### config.mk
export PLATFORM = sky130hd
export DESIGN_NAME = rotary_decoder
export DESIGN_NICKNAME = d
export VERILOG_FILES = /design/src/rtl/rotary_pkg.sv /design/src/rtl/input_filter.sv /design/src/rtl/rotary_decoder.sv
export SDC_FILE = /design/constraint.sdc
export NUM_CORES = 1
export LEC_CHECK = 0
export BUFFER_PORTS_ARGS = -buffer_cell sky130_fd_sc_hd__buf_2
export CAP_MARGIN = 20
export CORE_MARGIN = 10
export CORE_UTILIZATION = 55
export DETAILED_ROUTE_END_ITERATION = 12
export GPL_TIMING_DRIVEN = 1
export PLACE_DENSITY = 0.76
export SYNTH_ARGS = -nofsm -noshare
export SYNTH_HDL_FRONTEND = slang
export SYNTH_SLANG_ARGS = --single-unit
### constraint.sdc
create_clock -name clk -period 2.8 [get_ports clk]
set_clock_uncertainty 0.05 [all_clocks]
set_input_delay 0.28 -clock clk [delete_from_list [all_inputs] [get_ports clk]]
set_output_delay 0.28 -clock clk [all_outputs]
set_load 0.01 [all_outputs]
### src/rtl/rotary_pkg.sv
// Shared constants and types for the rotary encoder decoder.
package rotary_pkg;

  localparam logic DIR_CW  = 1'b1;
  localparam logic DIR_CCW = 1'b0;

  localparam int unsigned MODE_WRAP = 0;
  localparam int unsigned MODE_SAT  = 1;

  typedef enum logic {
    ARM_SETTLE = 1'b0,
    ARM_ARMED  = 1'b1
  } arm_state_e;

endpackage

### src/rtl/input_filter.sv
// Metastability synchroniser followed by a consecutive-cycle debounce filter
// for one raw encoder pin.
module input_filter #(
  parameter int unsigned SYNC_STAGES   = 2,
  parameter int unsigned FILTER_CYCLES = 4
) (
  input  logic clk,
  input  logic rst_n,
  input  logic raw_i,
  output logic filt_o
);

  localparam int unsigned CNT_W = (FILTER_CYCLES > 1) ? $clog2(FILTER_CYCLES) : 1;

  logic [SYNC_STAGES-1:0] sync_q, sync_d;
  logic [CNT_W-1:0]       cnt_q, cnt_d;
  logic                   filt_q, filt_d;
  logic                   raw_s;

  assign raw_s = sync_q[SYNC_STAGES-1];

  // Filtered value only follows after FILTER_CYCLES consecutive disagreements.
  always_comb begin
    sync_d = {sync_q[SYNC_STAGES-2:0], raw_i};
    cnt_d  = '0;
    filt_d = filt_q;
    if (raw_s != filt_q) begin
      if (cnt_q == CNT_W'(FILTER_CYCLES - 1)) begin
        filt_d = raw_s;
      end else begin
        cnt_d = cnt_q + CNT_W'(1);
      end
    end
  end

  always_ff @(posedge clk) begin
    if (!rst_n) begin
      sync_q <= '0;
      cnt_q  <= '0;
      filt_q <= 1'b0;
    end else begin
      sync_q <= sync_d;
      cnt_q  <= cnt_d;
      filt_q <= filt_d;
    end
  end

  assign filt_o = filt_q;

endmodule

### src/rtl/rotary_decoder.sv
// Quadrature rotary encoder decoder: debounced detent detection, direction,
// and a wrapping or saturating position counter.
module rotary_decoder
  import rotary_pkg::*;
#(
  parameter int unsigned SYNC_STAGES   = 2,
  parameter int unsigned FILTER_CYCLES = 4,
  parameter int unsigned POS_WIDTH     = 8,
  parameter int unsigned STEP          = 1,
  parameter int unsigned SATURATE      = 0
) (
  input  logic                 clk,
  input  logic                 rst_n,
  input  logic                 rot_a,
  input  logic                 rot_b,
  input  logic                 clear_pos,
  output logic                 rotation_event,
  output logic                 step_valid,
  output logic                 step_dir,
  output logic [POS_WIDTH-1:0] position,
  output logic                 limit_hit
);

  localparam int unsigned SETTLE_CYCLES = SYNC_STAGES + FILTER_CYCLES + 1;
  localparam int unsigned SETTLE_W      = $clog2(SETTLE_CYCLES + 1);
  localparam logic [POS_WIDTH-1:0] STEP_P  = POS_WIDTH'(STEP);
  localparam logic [POS_WIDTH-1:0] POS_MAX = '1;

  logic a_f, b_f;

  input_filter #(
    .SYNC_STAGES  (SYNC_STAGES),
    .FILTER_CYCLES(FILTER_CYCLES)
  ) u_filt_a (
    .clk   (clk),
    .rst_n (rst_n),
    .raw_i (rot_a),
    .filt_o(a_f)
  );

  input_filter #(
    .SYNC_STAGES  (SYNC_STAGES),
    .FILTER_CYCLES(FILTER_CYCLES)
  ) u_filt_b (
    .clk   (clk),
    .rst_n (rst_n),
    .raw_i (rot_b),
    .filt_o(b_f)
  );

  arm_state_e            arm_state_q, arm_state_d;
  logic [SETTLE_W-1:0]   settle_cnt_q, settle_cnt_d;
  logic                  evt_q, evt_d;
  logic                  evt_dly_q;
  logic                  dir_q, dir_d;
  logic                  step_valid_q, step_valid_d;
  logic                  step_dir_q, step_dir_d;
  logic [POS_WIDTH-1:0]  position_q, position_d;
  logic                  limit_hit_q, limit_hit_d;

  logic                  rise_c;
  logic                  step_c;
  logic                  up_c;
  logic [POS_WIDTH:0]    sum_up_c;
  logic                  under_c;

  // Arming: wait out the pipeline fill, then require the encoder to be seen at rest.
  always_comb begin
    arm_state_d  = arm_state_q;
    settle_cnt_d = settle_cnt_q;
    case (arm_state_q)
      ARM_SETTLE: begin
        if (settle_cnt_q != SETTLE_W'(SETTLE_CYCLES)) begin
          settle_cnt_d = settle_cnt_q + SETTLE_W'(1);
        end else if (!evt_q) begin
          arm_state_d = ARM_ARMED;
        end
      end
      ARM_ARMED: begin
        arm_state_d = ARM_ARMED;
      end
    endcase
  end

  always_comb begin
    evt_d = evt_q;
    if (a_f && b_f) begin
      evt_d = 1'b1;
    end else if (!a_f && !b_f) begin
      evt_d = 1'b0;
    end
    dir_d = dir_q;
    if (!a_f && b_f) begin
      dir_d = 1'b1;
    end else if (a_f && !b_f) begin
      dir_d = 1'b0;
    end
  end

  assign rise_c   = evt_q & ~evt_dly_q;
  assign step_c   = rise_c & (arm_state_q == ARM_ARMED);
  assign up_c     = ~dir_q;
  assign sum_up_c = {1'b0, position_q} + {1'b0, STEP_P};
  assign under_c  = (position_q < STEP_P);

  // Step pulse and position update; clear_pos overrides any step result.
  always_comb begin
    step_valid_d = step_c;
    step_dir_d   = step_dir_q;
    position_d   = position_q;
    limit_hit_d  = 1'b0;
    if (step_c) begin
      step_dir_d = up_c ? DIR_CW : DIR_CCW;
      if (up_c) begin
        if ((SATURATE == MODE_SAT) && sum_up_c[POS_WIDTH]) begin
          position_d  = POS_MAX;
          limit_hit_d = 1'b1;
        end else begin
          position_d = sum_up_c[POS_WIDTH-1:0];
        end
      end else begin
        if ((SATURATE == MODE_SAT) && under_c) begin
          position_d  = '0;
          limit_hit_d = 1'b1;
        end else begin
          position_d = position_q - STEP_P;
        end
      end
    end
    if (clear_pos) begin
      position_d  = '0;
      limit_hit_d = 1'b0;
    end
  end

  always_ff @(posedge clk) begin
    if (!rst_n) begin
      arm_state_q  <= ARM_SETTLE;
      settle_cnt_q <= '0;
      evt_q        <= 1'b0;
      evt_dly_q    <= 1'b0;
      dir_q        <= 1'b0;
      step_valid_q <= 1'b0;
      step_dir_q   <= 1'b0;
      position_q   <= '0;
      limit_hit_q  <= 1'b0;
    end else begin
      arm_state_q  <= arm_state_d;
      settle_cnt_q <= settle_cnt_d;
      evt_q        <= evt_d;
      evt_dly_q    <= evt_q;
      dir_q        <= dir_d;
      step_valid_q <= step_valid_d;
      step_dir_q   <= step_dir_d;
      position_q   <= position_d;
      limit_hit_q  <= limit_hit_d;
    end
  end

  assign rotation_event = evt_q;
  assign step_valid     = step_valid_q;
  assign step_dir       = step_dir_q;
  assign position       = position_q;
  assign limit_hit      = limit_hit_q;

endmodule

### Word level (Yosys, flattened, before mapping)

Cells that the tools add are included.

* $add $sub $neg: 5
* multiply operators: 0
* div/mod/pow operators: 0
* order comparisons: 0
* eq/ne operators: 5
* shift-type cells: 0
* muxes and demuxes: 9
* bitwise gates (word level): 7
* reductions and logical operators: 14

Operators by type and width (count)
* $add 8x1->8 const B: 1
* $mux 8: 1
* $sub 8x1->8 const B: 1
* $mux 1: 7
* $reduce_and 2->1: 3
* $reduce_or 3->1: 2
* $not 1->1: 5
* $add 2x1->2 const B: 2
* $eq 2x2->1 const B: 2
* $logic_and 1x1->1: 4
* $reduce_bool 2->1: 2
* $add 3x1->3 const B: 1
* $ne 3x3->1 const B: 1
* $and 1x1->1: 2
* $logic_not 1->1: 2
* $ne 1x1->1: 2
* $pmux 1 s2: 1
* $reduce_or 2->1: 1

* register bits after elaboration: 27
* bits in latches: 0
* RAM bits: 0
* bits in read-only memories: 0
* input port bits: 5
* output and inout bits: 12
* logic and storage cells: 54
* memories kept: 0

### Longest topological paths before layout

* depth in word-level cells: 4
* depth in mapped cells: 7
* depth with buffers taken out: 7

### Modules after synthesis

A second synthesis with hierarchy kept.

* cell total of the unflattened synthesis: 135
* area total of the unflattened synthesis: 1311.3 µm²

Modules (own cells, without submodules)
* rotary_decoder: instances 1, cells an instance 109, area each 968.4 µm², sequential area each 340.3 µm²
* input_filter: instances 2, cells an instance 13, area each 171.4 µm², sequential area each 100.1 µm²

### Least setup slack after synthesis

Ideal clock, no wire load.

* path type: flip-flop to flip-flop
* start point: register position_q[0] (netlist: position[0])
* end point: register position_q[6] (netlist: position[6])
* setup time: 0.060 ns
* arrival time: 1.718 ns
* required time: 2.690 ns
* slack: 0.972 ns
* stages on the path, launching flop included: 8
* buffers on the path: 0
* period minus slack after synthesis: 1.828 ns
* path through: dfxtp_1 -> inv_1 -> fa_1 -> nor2b_1 -> o21a_2 -> o21bai_1 -> a2111o_1 -> nand3_2

* cells in the longest elaborated chain, start to end: 2
* elaborated cells between the ends (all ways): 3
* classes of those cells: add/sub (2); mux (1)

RTL lines
* start: declaration: RTL line rotary_decoder.sv:58 `logic [POS_WIDTH-1:0] position_q, position_d;`
* start signal: assignment: RTL line rotary_decoder.sv:155 `position_q <= position_d;`
* $add 8x1->8 / $sub 8x1->8 (equally long branches): RTL line rotary_decoder.sv:103, rotary_decoder.sv:126
* $mux 8 (*): RTL line rotary_decoder.sv:114 `if (up_c) begin`

Every way passes the cells marked *; elsewhere a longest branch is shown, timed or not.
A chain may end at the register's enable or synchronous reset.

### Worst setup path in the final report

* start point: register dir_q
* end point: register position_q[6] (netlist: position[6])

* cells in the longest elaborated chain, start to end: 1

RTL lines
* start: declaration: RTL line rotary_decoder.sv:55 `logic dir_q, dir_d;`
* start signal: assignment: RTL line rotary_decoder.sv:152 `dir_q <= dir_d;`
* $mux 8: RTL line rotary_decoder.sv:114

No other way between the ends.

==> impl_results.rst <==
.. list-table::
   :header-rows: 1

   * - Metric
     - Value
   * - Run status
     - completed
   * - Initial antenna violation count
     - 0
   * - Worst path buffer plus inverter count
     - 1
   * - Critical hold path startpoint
     - rot_a
   * - Clock sink count
     - 27
   * - Flip-flop and latch count after synthesis
     - 27
   * - Origin of the critical flop-to-flop path
     - dir_q$_SDFFE_PN0P_
   * - Final period util
     - between 70% and 80%
   * - Count of endpoints failing hold in the final timing report
     - 0
   * - Vias per cell
     - 5.39
   * - Arrival @ worst endpoint
     - 2250 ps
   * - Die X
     - roughly 70 um
   * - All-layer global routing usage
     - approximately a tenth
   * - Top cells by area, synth
     - sky130_fd_sc_hd__dfxtp_1 (39%), sky130_fd_sc_hd__ha_1 (11%), sky130_fd_sc_hd__and2_1 (4.1%)
   * - Clock input transition at the sequential cells of the worst setup and hold paths
     - approximately 150 ps
   * - Top cell type by total area after synthesis
     - sky130_fd_sc_hd__dfxtp_1
   * - Final WS setup
     - 779 ps
   * - Slack of the worst reg-to-reg path
     - 780 ps
   * - Endpoint of the worst hold-timing path
     - u_filt_a.sync_q[0]$_SDFF_PN0_
   * - Delay of the slowest critical-path stage
     - between 500 and 600 ps
   * - Clock root buffer
     - sky130_fd_sc_hd__clkbuf_4
   * - Library cells used by synthesis
     - 49
   * - Number of nets produced by synthesis
     - between 150 and 200
   * - Num rows
     - 18
   * - Syn-to-layout area delta
     - 8.01%
   * - Synthesized area per cell
     - between 9 and 10 um^2
   * - Minimum period implied by the final worst setup slack
     - 2020 ps
   * - Starting density of the core
     - a little under three fifths
   * - Antenna cells
     - 0
   * - Proportion of synthesized chip area in sequential cells
     - 39.3%
   * - Pwr dens
     - around 400 nW/um^2
   * - Slew Viols, Final
     - 0
   * - Pleak
     - around 0.66 nW
   * - RSZ-0062 raised after global routing
     - false
   * - Violation count after the first detailed-route iteration
     - 27
   * - Main synth FF type
     - sky130_fd_sc_hd__dfxtp_1
   * - Reg power frac
     - ~67%
   * - Clock power frac
     - 28.9%
   * - Die area
     - 4900 um^2
   * - Switching share of power
     - about 22%
   * - DPL Wire Length
     - 1.77 mm
   * - Number of nets with antenna violations after detailed routing
     - 0
   * - Post-synth EDFFs
     - 0
   * - Final Wtd Congestion
     - 0.828
   * - Port Buf Inserts
     - 15
   * - Slowest stage cell on the critical path
     - sky130_fd_sc_hd__dfxtp_1
   * - Worst Hold Path Cells
     - 2
   * - Count of buffers added by post-CTS timing repair for setup
     - 0
   * - Type of the most critical hold path
     - input pin to flip-flop
   * - Combinational Power Share
     - 4.1%
   * - Worst ir drop on vdd
     - 0.334 mV
   * - Final setup violation count
     - 0
   * - DR DRC count
     - 0
   * - Synth warn
     - 0
   * - Depth of the worst register-to-register path
     - 7
   * - Overall routed net length
     - 2.33 mm
   * - Fraction of layout instances using a drive strength above 1
     - 17.5%
   * - Depth of the CTS H-tree
     - 1
   * - Via count of the first global-routing pass
     - 952
   * - Global-route wire length before repair
     - a little over 4 mm
   * - Inserted Clock Buffers
     - 3
   * - CTS tree
     - yes
   * - Kind of cell adding the most delay to the critical path
     - compound AO/OA/AOI/OAI gates
   * - Synth async-reset ratio
     - 0%
   * - Number of gates given a new drive strength after cts
     - 0
   * - Portion of synthesized cell area occupied by the leading cell type
     - slightly below 40%
   * - Required time at the endpoint of the critical path
     - 3030 ps
   * - Synthesized instance count
     - 141
   * - Worst hold slack
     - 107 ps
   * - Wire length per cell after detailed routing
     - 12.7 um
   * - Setup Total Neg Slack
     - 0 ps
   * - Kind of start point of the critical path
     - flip-flop
   * - Capture instance of the worst register-to-register path
     - position[6]$_SDFFE_PP0P_
   * - Crit Path Max Fanout
     - 11
   * - Netlist area before placement
     - 1370 um^2
   * - Area of the core
     - 2430 um^2
   * - Startpoint-to-endpoint class of the critical path
     - flip-flop to flip-flop
   * - Worst setup timing slack at the placement stage
     - 821 ps
   * - Endpoint type of the worst setup path
     - flip-flop
   * - Net Switching
     - roughly 0.13 mW
   * - Worst setup startpoint
     - dir_q$_SDFFE_PN0P_
   * - Number of buffers inserted for hold repair after clock tree synthesis
     - 0
   * - Number of top-level design ports
     - 17
   * - Die H
     - 70.0 um
   * - Maximum number of pins on one net before global-route repair
     - 22
   * - Clock latency reported for the late side of the worst-skew pair
     - 320 ps
   * - Highest attainable clock frequency
     - 0.495 GHz
   * - DR vias
     - 991
   * - Internal Power
     - 0.459 mW
   * - Worst-case clock buffer depth
     - 2
   * - Worst path cell trace
     - inv_1 > fa_1 > nor2b_1 > o21a_2 > o21bai_1 > a2111o_1 > nand3_2
   * - MaxCap Viol Count
     - 0
   * - Iteration count of the initial detailed-routing pass
     - 4
   * - Final #Nets
     - around 170
   * - Global route overflow
     - 0
## area by class of cell
class                           instances  area [um^2]
Clock buffer                            3         22.5
Inverter                                5         18.8
Tap cell                               30         37.5
Timing Repair Buffer                   15         75.1
Sequential cell                        27          541
Fill cell                             219          948
Clock inverter                          1         7.51
Multi-Input combinational cell        103          782
## cells by family after synthesis
| logic type | count (synthesis) | share of synthesized area (%) |
|---|---|---|
| buf+inv | 11 | 3.73 |
| compound gates | 27 | 14.0 |
| mux | 5 | 3.64 |
| xor+xnor | 4 | 2.55 |
| flops | 27 | 39.3 |
| other cells | 1 | 0.273 |
| fa+ha+maj | 13 | 12.4 |
| simple gates | 53 | 24.0 |
## Yosys cell counts, types with 2 or more instances
library cell / number
sky130_fd_sc_hd__nand3b_1: 2
sky130_fd_sc_hd__xnor2_1: 2
sky130_fd_sc_hd__nor2b_1: 7
sky130_fd_sc_hd__o21a_1: 3
sky130_fd_sc_hd__xor2_1: 2
sky130_fd_sc_hd__nand4_1: 2
sky130_fd_sc_hd__a21oi_1: 6
sky130_fd_sc_hd__o21ai_0: 2
sky130_fd_sc_hd__nand2_1: 10
sky130_fd_sc_hd__o21bai_1: 2
sky130_fd_sc_hd__and2_1: 9
sky130_fd_sc_hd__inv_1: 5
sky130_fd_sc_hd__clkbuf_1: 2
sky130_fd_sc_hd__ha_1: 12
sky130_fd_sc_hd__nor3_2: 2
sky130_fd_sc_hd__nand3_1: 4
sky130_fd_sc_hd__a21boi_0: 2
sky130_fd_sc_hd__dfxtp_1: 27
sky130_fd_sc_hd__nor4_1: 2
sky130_fd_sc_hd__nor2_1: 2
sky130_fd_sc_hd__nor3_1: 2
sky130_fd_sc_hd__nor4bb_1: 2
sky130_fd_sc_hd__buf_4: 2
sky130_fd_sc_hd__mux2i_1: 5
## power by group through the flow
stage	registers, mW	logic [mW]	clock network, mW
floorplan	0.404	0.0205	0
global placement	0.404	0.0229	0
detailed placement	0.405	0.0246	0
CTS	0.397	0.0247	0.176
global route	0.397	0.0297	0.194
finish	0.396	0.0242	0.171
## flip-flops by register name, indices dropped and copies added (netlist names), 2 cells and up
name / flops
u_filt_b.cnt_q: 2
position: 8
settle_cnt_q: 3
u_filt_a.cnt_q: 2
u_filt_a.sync_q: 2
u_filt_b.sync_q: 2
## worst max-delay path by stage
stage / to / slack, ps / cells after the start
2_1_floorplan: position[6]$_SDFFE_PP0P_ / 970 / 7
3_3_place_gp: position[6]$_SDFFE_PP0P_ / 860 / 7
3_5_place_dp: position[6]$_SDFFE_PP0P_ / 820 / 7
4_1_cts: position[6]$_SDFFE_PP0P_ / 780 / 7
5_1_grt: position[6]$_SDFFE_PP0P_ / 680 / 7
6_report: position[6]$_SDFFE_PP0P_ / 780 / 7
## through the flow
stage	std cells	power, mW	instance area, um^2	utilization, %
after floorplan	141	0.424	1370	-
after CTS	184	0.597	1480	61.0
after global routing	184	0.621	1480	61.0
after detailed placement	180	0.429	1450	59.8
after global placement	180	0.427	1450	59.8
final	184	0.592	1480	61.0
## cell usage in the layout (no fill, tap or decap), drive strengths merged, types with 2 or more instances in the layout
cell	count
dfxtp	27
buf	15
ha	12
nand2	11
and2	9
nor2b	7
a21oi	6
inv	5
mux2i	5
nand3	5
o21a	4
nor3	4
clkbuf	3
o21ai	3
xor2	2
nor2	2
a21boi	2
nor4bb	2
o21bai	2
nand3b	2
nor4	2
nand4	2
xnor2	2
a211oi	2
## layer usage
| layer | share of wire [%] | global-route usage (%) |
|---|---|---|
| met5 | 0 | 0 |
| met4 | 0.56 | 3.29 |
| met3 | 3.8 | 2.40 |
| met2 | 44 | 14.4 |
| met1 | 52 | 12.5 |
No activity file was read; power rests on OpenSTA's default activity.
